### src/rtl/hilo_md_unit_pkg.sv
// Shared command codes, FSM encoding and small arithmetic helpers for the
// HI/LO multiply-divide unit.
package hilo_md_unit_pkg;

  localparam logic [2:0] MD_MULT  = 3'd0;
  localparam logic [2:0] MD_MULTU = 3'd1;
  localparam logic [2:0] MD_DIV   = 3'd2;
  localparam logic [2:0] MD_DIVU  = 3'd3;
  localparam logic [2:0] MD_MTHI  = 3'd4;
  localparam logic [2:0] MD_MTLO  = 3'd5;

  // Setup cycle + one cycle per quotient bit + sign fix-up cycle.
  localparam int DIV_LAT = 34;

  typedef enum logic [2:0] {
    S_IDLE,
    S_MUL,
    S_DIV_SETUP,
    S_DIV_ITER,
    S_DIV_FIX
  } state_t;

  function automatic logic op_valid(input logic [2:0] op);
    return op <= MD_MTLO;
  endfunction

  function automatic logic [63:0] ext64(input logic [31:0] x, input logic sgn);
    return {{32{sgn & x[31]}}, x};
  endfunction

  function automatic logic [31:0] mag32(input logic [31:0] x, input logic sgn);
    return (sgn && x[31]) ? -x : x;
  endfunction

endpackage

### src/rtl/hilo_md_unit_div_iter.sv
// Iterative unsigned restoring divider: one quotient bit per cycle, MSB first.
// Sign handling and divide-by-zero policy live in the parent.
module md_div_iter
  import hilo_md_unit_pkg::*;
(
  input  logic        clk,
  input  logic        rst_n,
  input  logic        start,
  input  logic [31:0] dividend,
  input  logic [31:0] divisor,
  output logic        busy,
  output logic        done,
  output logic [31:0] quotient,
  output logic [31:0] remainder
);

  logic [4:0]  cnt;
  logic [31:0] q;
  logic [31:0] r;
  logic [31:0] d;
  logic [32:0] trial;

  // Shift the next dividend bit into the partial remainder and try the subtract.
  assign trial = {r, q[31]} - {1'b0, d};

  always_ff @(posedge clk or negedge rst_n) begin
    if (!rst_n) begin
      busy <= 1'b0;
      cnt  <= '0;
      q    <= '0;
      r    <= '0;
      d    <= '0;
    end else if (start) begin
      // NOTE: sequential state uses non-blocking assignments so every register
      // samples the pre-edge values and the shift/subtract stays one step per edge.
      busy <= 1'b1;
      cnt  <= 5'(DIV_LAT - 3);
      q    <= dividend;
      r    <= '0;
      d    <= divisor;
    end else if (busy) begin
      r    <= trial[32] ? {r[30:0], q[31]} : trial[31:0];
      q    <= {q[30:0], ~trial[32]};
      cnt  <= cnt - 5'd1;
      if (cnt == 5'd0) busy <= 1'b0;
    end
  end

  // High during the cycle whose closing edge retires the last quotient bit.
  assign done      = busy && (cnt == 5'd0);
  assign quotient  = q;
  assign remainder = r;

endmodule

### src/rtl/hilo_md_unit.sv
// Execute-stage HI/LO owner: MTHI/MTLO in one edge, MULT/MULTU with a fixed
// latency countdown, DIV/DIVU through the iterative divider with sign fix-up.
module hilo_md_unit
  import hilo_md_unit_pkg::*;
#(
  parameter int MUL_LAT = 5
) (
  input  logic        clk,
  input  logic        rst_n,
  input  logic        start,
  input  logic [2:0]  md_op,
  input  logic [31:0] src_a,
  input  logic [31:0] src_b,
  output logic        busy,
  output logic        done,
  output logic [31:0] hi,
  output logic [31:0] lo,
  output logic        cmd_drop
);

  state_t      state;
  state_t      state_nx;
  logic [3:0]  count;
  logic [63:0] product;
  logic [31:0] a_reg;
  logic [31:0] b_reg;
  logic        signed_div;
  logic        q_neg;
  logic        r_neg;
  logic        div_zero;
  logic        op_ok;
  logic        accept;
  logic        is_div;
  logic        div_start;
  logic        div_busy;
  logic        div_done;
  logic [31:0] div_q;
  logic [31:0] div_r;

  assign op_ok    = op_valid(md_op);
  assign busy     = (state != S_IDLE);
  assign accept   = start && op_ok && !busy;
  assign cmd_drop = start && op_ok && busy;
  assign is_div   = (md_op == MD_DIV);

  md_div_iter u_div (
    .clk       (clk),
    .rst_n     (rst_n),
    .start     (div_start),
    .dividend  (mag32(a_reg, signed_div)),
    .divisor   (mag32(b_reg, signed_div)),
    .busy      (div_busy),
    .done      (div_done),
    .quotient  (div_q),
    .remainder (div_r)
  );

  always_ff @(posedge clk or negedge rst_n) begin
    if (!rst_n) state <= S_IDLE;
    else        state <= state_nx;
  end

  always_comb begin
    // NOTE: every signal driven here gets a default first, so no path through
    // the case statement can leave it unassigned and infer a latch.
    state_nx  = state;
    div_start = 1'b0;
    unique case (state)
      S_IDLE: begin
        if (accept) begin
          if (md_op == MD_MULT || md_op == MD_MULTU)    state_nx = S_MUL;
          else if (md_op == MD_DIV || md_op == MD_DIVU) state_nx = S_DIV_SETUP;
        end
      end
      S_MUL:       if (count == 4'd0) state_nx = S_IDLE;
      S_DIV_SETUP: begin
        div_start = 1'b1;
        state_nx  = S_DIV_ITER;
      end
      // An idle divider here can only mean a lost start; never hang the pipe.
      S_DIV_ITER:  if (div_done || !div_busy) state_nx = S_DIV_FIX;
      S_DIV_FIX:   state_nx = S_IDLE;
      default:     state_nx = S_IDLE;
    endcase
  end

  always_ff @(posedge clk or negedge rst_n) begin
    if (!rst_n) begin
      // NOTE: the product and operand latches are reset along with HI/LO so an
      // aborted operation leaves nothing behind that a later command could expose.
      hi         <= '0;
      lo         <= '0;
      done       <= 1'b0;
      count      <= '0;
      product    <= '0;
      a_reg      <= '0;
      b_reg      <= '0;
      signed_div <= 1'b0;
      q_neg      <= 1'b0;
      r_neg      <= 1'b0;
      div_zero   <= 1'b0;
    end else begin
      done <= 1'b0;
      unique case (state)
        S_IDLE: begin
          if (accept) begin
            unique case (md_op)
              MD_MTHI: hi <= src_a;
              MD_MTLO: lo <= src_a;
              MD_MULT, MD_MULTU: begin
                product <= ext64(src_a, md_op == MD_MULT) * ext64(src_b, md_op == MD_MULT);
                count   <= 4'(MUL_LAT - 1);
              end
              MD_DIV, MD_DIVU: begin
                a_reg      <= src_a;
                b_reg      <= src_b;
                signed_div <= is_div;
                q_neg      <= is_div && (src_a[31] ^ src_b[31]);
                r_neg      <= is_div && src_a[31];
                div_zero   <= (src_b == 32'd0);
              end
              default: ;
            endcase
          end
        end
        S_MUL: begin
          if (count == 4'd0) begin
            {hi, lo} <= product;
            done     <= 1'b1;
          end else begin
            count <= count - 4'd1;
          end
        end
        S_DIV_FIX: begin
          // Divide by zero reports all-ones quotient and the untouched dividend.
          if (div_zero) begin
            lo <= 32'hFFFF_FFFF;
            hi <= a_reg;
          end else begin
            lo <= q_neg ? -div_q : div_q;
            hi <= r_neg ? -div_r : div_r;
          end
          done <= 1'b1;
        end
        default: ;
      endcase
    end
  end

endmodule

### config.mk
export PLATFORM = sky130hd
export DESIGN_NAME = hilo_md_unit
export DESIGN_NICKNAME = d
export VERILOG_FILES = /design/src/rtl/hilo_md_unit_pkg.sv /design/src/rtl/hilo_md_unit_div_iter.sv /design/src/rtl/hilo_md_unit.sv
export SDC_FILE = /design/constraint.sdc
export NUM_CORES = 2
export LEC_CHECK = 0
export ABC_AREA = 1
export CAP_MARGIN = 10
export CORE_ASPECT_RATIO = 1.5
export CORE_UTILIZATION = 53
export CTS_CLUSTER_DIAMETER = 50
export CTS_CLUSTER_SIZE = 28
export DETAILED_ROUTE_END_ITERATION = 12
export GPL_ROUTABILITY_DRIVEN = 0
export PLACE_DENSITY = 0.8
export SLEW_MARGIN = 10
export SYNTH_ARGS = -nofsm -noshare
export SYNTH_HDL_FRONTEND = slang
export SYNTH_SLANG_ARGS = --single-unit
### constraint.sdc
create_clock -name clk -period 2.1 [get_ports clk]
set_clock_uncertainty 0.05 [all_clocks]
set_input_delay 0.525 -clock clk [delete_from_list [all_inputs] [get_ports clk]]
set_output_delay 0.525 -clock clk [all_outputs]
set_load 0.05 [all_outputs]
==> impl_metrics.csv, run 1 <==
group,metric,value,unit
logic_synthesis,synthTopCellsByArea,"fa_1, nand2_1, dfrtp_1",
floorplan,start_util,53.5,%
status,haltStage,"global routing (5_1_grt)",
grt,grt_max_degree,73,
grt,overflow,213,
clock_tree,cts_buffers,20,
floorplan,fp.dieW,276,um
status,stop_error,"[ERROR GRT-0116] Global routing finished with congestion. Check the congestion regions in the DRC Viewer.",
logic_synthesis,postSynthRegisterBits,306,
grt,grt_pass1_wl,535,mm
logic_synthesis,synth_area,59600,sq um
grt,global_route.usage.total,65.9,%
status,status,"did not finish",
logic_synthesis,synthTopCellsByCount,"nand2_1, inv_1, fa_1",
logic_synthesis,async_flop_share,100,%
clock_tree,root_buffer,"clkbuf_16",
logic_synthesis,synth_ff_type,"dfrtp_1",
logic_synthesis,synth.distinct_cells,51,
floorplan,io_pins,137,
floorplan,num_rows,150,
logic_synthesis,ys_seq_area_share,12.8,%
logic_synthesis,synth-edff-count,0,
logic_synthesis,syn_inst,7997,
grt,grt_pass1_vias,78300,
logic_synthesis,yosysMostFrequentCell,"nand2_1",
clock_tree,cts_buffer_depth,3,
place,hpwl,186,mm
clock_tree,clock_sinks,306,
logic_synthesis,synth_top_area_cell,"fa_1",
logic_synthesis,yosysTopAreaCellShare,37.8,%
place,portBuffers,136,
place,placed_cell_area,70000,sq um
place,place_ws,-6.22,ns
floorplan,fp.dieH,413,um
clock_tree,cts_max_level,1,
logic_synthesis,syn_area_per_cell,7.45,sq um
logic_synthesis,ys_warn_count,0,
logic_synthesis,syn_nets,9445,
-- cells by family after synthesis --
| family | count (synthesis) | share of synthesized area [%] |
|---|---|---|
| AND/OR/NAND/NOR | 3294 | 22.2 |
| buffers and inverters | 2339 | 14.9 |
| adder cells (fa/ha/maj) | 1378 | 43.1 |
| AO/OA/AOI/OAI | 624 | 6.08 |
| flip-flops | 306 | 12.8 |
| XOR/XNOR | 56 | 0.823 |
-- through the flow --
step / instances / utilization (%) / setup TNS (ns)
CTS: 10400 / 70.1 / -264.52
detailed placement: 10200 / 62.8 / -414.12
floorplan: 7997 / - / -258.30
global placement: 10200 / 62.8 / -397.84
-- layer usage --
layer / GRT overflow / track usage, %
met1: 6 / 62.1
met2: 91 / 83.4
met3: 6 / 52.9
met4: 109 / 65.3
met5: 1 / 33.0
-- timing repair --
item	in CTS
endpoints found under the setup margin	136
pin swaps	477
setup buffers	214
hold buffers	1
endpoints found under the hold margin	7
resized for setup	1401
gates cloned	39
==> run 2: changes to the inputs <==
Settings changed: CORE_ASPECT_RATIO 1.5 to default, CORE_UTILIZATION 53 to 38, CTS_CLUSTER_DIAMETER 50 to default, CTS_CLUSTER_SIZE 28 to default, PLACE_DENSITY 0.8 to default, PLACE_DENSITY_LB_ADDON from default to 0.15.
Clock period 2.1 ns to 2.7 ns, I/O delays scaled along.
==> run 2 against run 1 <==
Effect of this change: the flow now finishes, with violations (negative setup slack); synthesized area did not move; synthesized cell count did not move.
==> impl_metrics.csv, run 2 <==
group,metric,value,unit
logic_synthesis,ys_seq_area_share,12.8,%
logic_synthesis,syn_inst,7997,
grt,grt_pass1_wl,358,mm
grt,grt_pass1_vias,56100,
cells_and_area,syn2layout_area_growth,29.8,%
logic_synthesis,syn_nets,9445,
status,failed_checks,"negative setup slack",
logic_synthesis,postSynthRegisterBits,306,
grt,antenna_found_initial,8,
setup_path,worst_ep_arrival_time,7.48,ns
routing,routedWlPerCell,22.3,um
setup_path,cp-end-kind,"flop",
sta,tightestPinTransition,0.786,ns
sta,hold_viol,0,
grt,grt_max_degree,65,
routing,antenna_left,0,
job,maxCapViolations,0,
sta,finalCriticalPeriod,7.07,ns
logic_synthesis,syn_area_per_cell,7.45,sq um
cells_and_area,fin_cells,10800,
cells_and_area,drive_gt1_share,22.5,%
setup_path,cp_top_family,"adder cells",
min_path,min-delay-start,"product[2]$_DFFE_PN0P_",
place,portBuffers,136,
grt,overflow,0,
setup_path,reg2reg_slack,0.18,ns
cells_and_area,fin_nets,10200,
cells_and_area,multiInputGateArea,47600,sq um
status,status,"finished with violations",
place,hpwl,193,mm
setup_path,required,3.11,ns
logic_synthesis,synth_area,59600,sq um
sta,maxSlewHeadroom,47.6,%
logic_synthesis,synthTopCellsByCount,"nand2_1, inv_1, fa_1",
routing,drc,0,
floorplan,io_pins,137,
cells_and_area,num-fill-cells,15000,
cells_and_area,layout.area.seq,7660,sq um
floorplan,die_area,158000,sq um
sta,fin_ws,-4.37,ns
setup_path,crit_path_frequent_cell,"fa_1",
floorplan,fp.dieH,398,um
routing,drt_iter0_markers,4359,
logic_synthesis,synth_top_area_cell,"fa_1",
logic_synthesis,synth-edff-count,0,
clock_tree,clock_sinks,306,
logic_synthesis,synth_ff_type,"dfrtp_1",
floorplan,num_rows,144,
logic_synthesis,yosysTopAreaCellShare,37.8,%
logic_synthesis,async_flop_share,100,%
cells_and_area,layout_common_cells,"nand2_1, inv_1, fa_1, buf_4, nor2_1",
logic_synthesis,ys_warn_count,0,
setup_path,slowest_stage,"fa_2",
setup_path,worst-setup-path-type,"in2reg",
logic_synthesis,synthTopCellsByArea,"fa_1, nand2_1, dfrtp_1",
cells_and_area,final_core_util,50.0,%
logic_synthesis,synth.distinct_cells,51,
sta,rsz0062_at_grt,"yes",
setup_path,crit_buf_inv,10,
clock_tree,cts_max_level,2,
setup_path,slowest_delay,0.59,ns
floorplan,coreArea,155000,sq um
sta,slew_violations,0,
floorplan,start_util,38.5,%
cells_and_area,layout_commonest_cell,"nand2_1",
sta,setup_viol,60,
setup_path,start_kind,"primary input",
min_path,hold_path_end,"product[2]$_DFFE_PN0P_",
setup_path,r2r_end,"u_div.remainder[31]$_DFFE_PN0P_",
sta,fin_crit_sh,262,%
routing,via_count,55100,
routing,routed_wirelength,241,mm
floorplan,fp.dieW,398,um
routing,viasPerCell,5.10,
clock_tree,clkTransAtPathRegs,0.05,ns
clock_tree,root_buffer,"clkbuf_16",
cells_and_area,largest_register_ffs,64,
routing,dr.pass1.iters,6,
sta,fmax,141,MHz
clock_tree,cts_buffer_depth,3,
logic_synthesis,yosysMostFrequentCell,"nand2_1",
min_path,whs_path_depth,2,
setup_path,critPathMaxFanout,7,
min_path,worstHoldPathType,"reg2reg",
clock_tree,cts_tree,"done",
clock_tree,cts_buffers,41,
setup_path,r2r_cells,18,
clock_tree,clock_latency,0.58,ns
grt,global_route.usage.total,30.2,%
cells_and_area,largest-register,"product",
place,placed_cells,10600,
setup_path,r2r_start,"u_div.quotient[31]$_DFFE_PN0P_",
-- run 2: cell counts after synthesis --
No cell type changed its count.
-- run 2: cells by family after synthesis --
| group | after synthesis | share of synthesized area, % |
|---|---|---|
| AO/OA/AOI/OAI | 624 | 6.08 |
| XOR/XNOR | 56 | 0.823 |
| adder cells (fa/ha/maj) | 1378 | 43.1 |
| buffers and inverters | 2339 | 14.9 |
| flip-flops | 306 | 12.8 |
| AND/OR/NAND/NOR | 3294 | 22.2 |
-- run 2: worst max path at each step --
| stage | start | endpoint | slack (ns) | cells after the start |
|---|---|---|---|---|
| 5_1_grt | md_op[0] | product[61]$_DFFE_PN0P_ | -4.59 | 31 |
| 4_1_cts | md_op[0] | product[59]$_DFFE_PN0P_ | -4.28 | 32 |
| 6_report | md_op[0] | product[59]$_DFFE_PN0P_ | -4.37 | 30 |
| 2_1_floorplan | md_op[2] | product[62]$_DFFE_PN0P_ | -4.51 | 30 |
| 3_3_place_gp | md_op[2] | product[34]$_DFFE_PN0P_ | -5.54 | 31 |
| 3_5_place_dp | md_op[1] | product[34]$_DFFE_PN0P_ | -5.62 | 30 |
-- run 2: per-stage QoR --
step	worst slack [ns]	TNS [ns]	hold slack (ns)	instance area [sq um]
after floorplan	-4.51	-224.51	0.329	61200
after global placement	-5.54	-305.86	0.412	69500
after detailed placement	-5.62	-308.39	0.416	69500
after CTS	-4.28	-218.87	0.434	75700
after global routing	-4.59	-233.43	0.446	77400
final	-4.37	-224.95	0.425	77400
-- run 2: repair_timing --
item,CTS,global route
endpoints found under the setup margin,63,93
hold buffers,1,0
buffers inserted,94,45
gates cloned,15,6
resized for setup,1018,355
endpoints found under the hold margin,20,0
pin swaps,369,257
-- run 2: worst min-delay path: cells and delay by family, from the launching register on --
kind	cells	cell delay (ns)
DFF	1	0.34
and+or+nand+nor	2	0.10
-- run 2: cell type report --
| class | count | area share (%) |
|---|---|---|
| diodes | 4 | 0.0129 |
| clock buffers | 55 | 1.45 |
| clock inverters | 17 | 0.210 |
| inverters | 1970 | 9.61 |
| multi-input cells | 5352 | 61.5 |
| flip-flops and latches | 306 | 9.89 |
| well taps | 2044 | 3.30 |
| repair buffers | 1062 | 14.0 |
-- run 2: per-layer routing --
layer,GRT usage (%),wire [um]
met2,48.3,110000
met5,0,34
met4,12.6,13500
met3,3.52,16400
met1,41.5,102000
Power of run 2 is not shown: default switching activity piles up to over one toggle a cycle in this logic, so the estimate is an artifact.
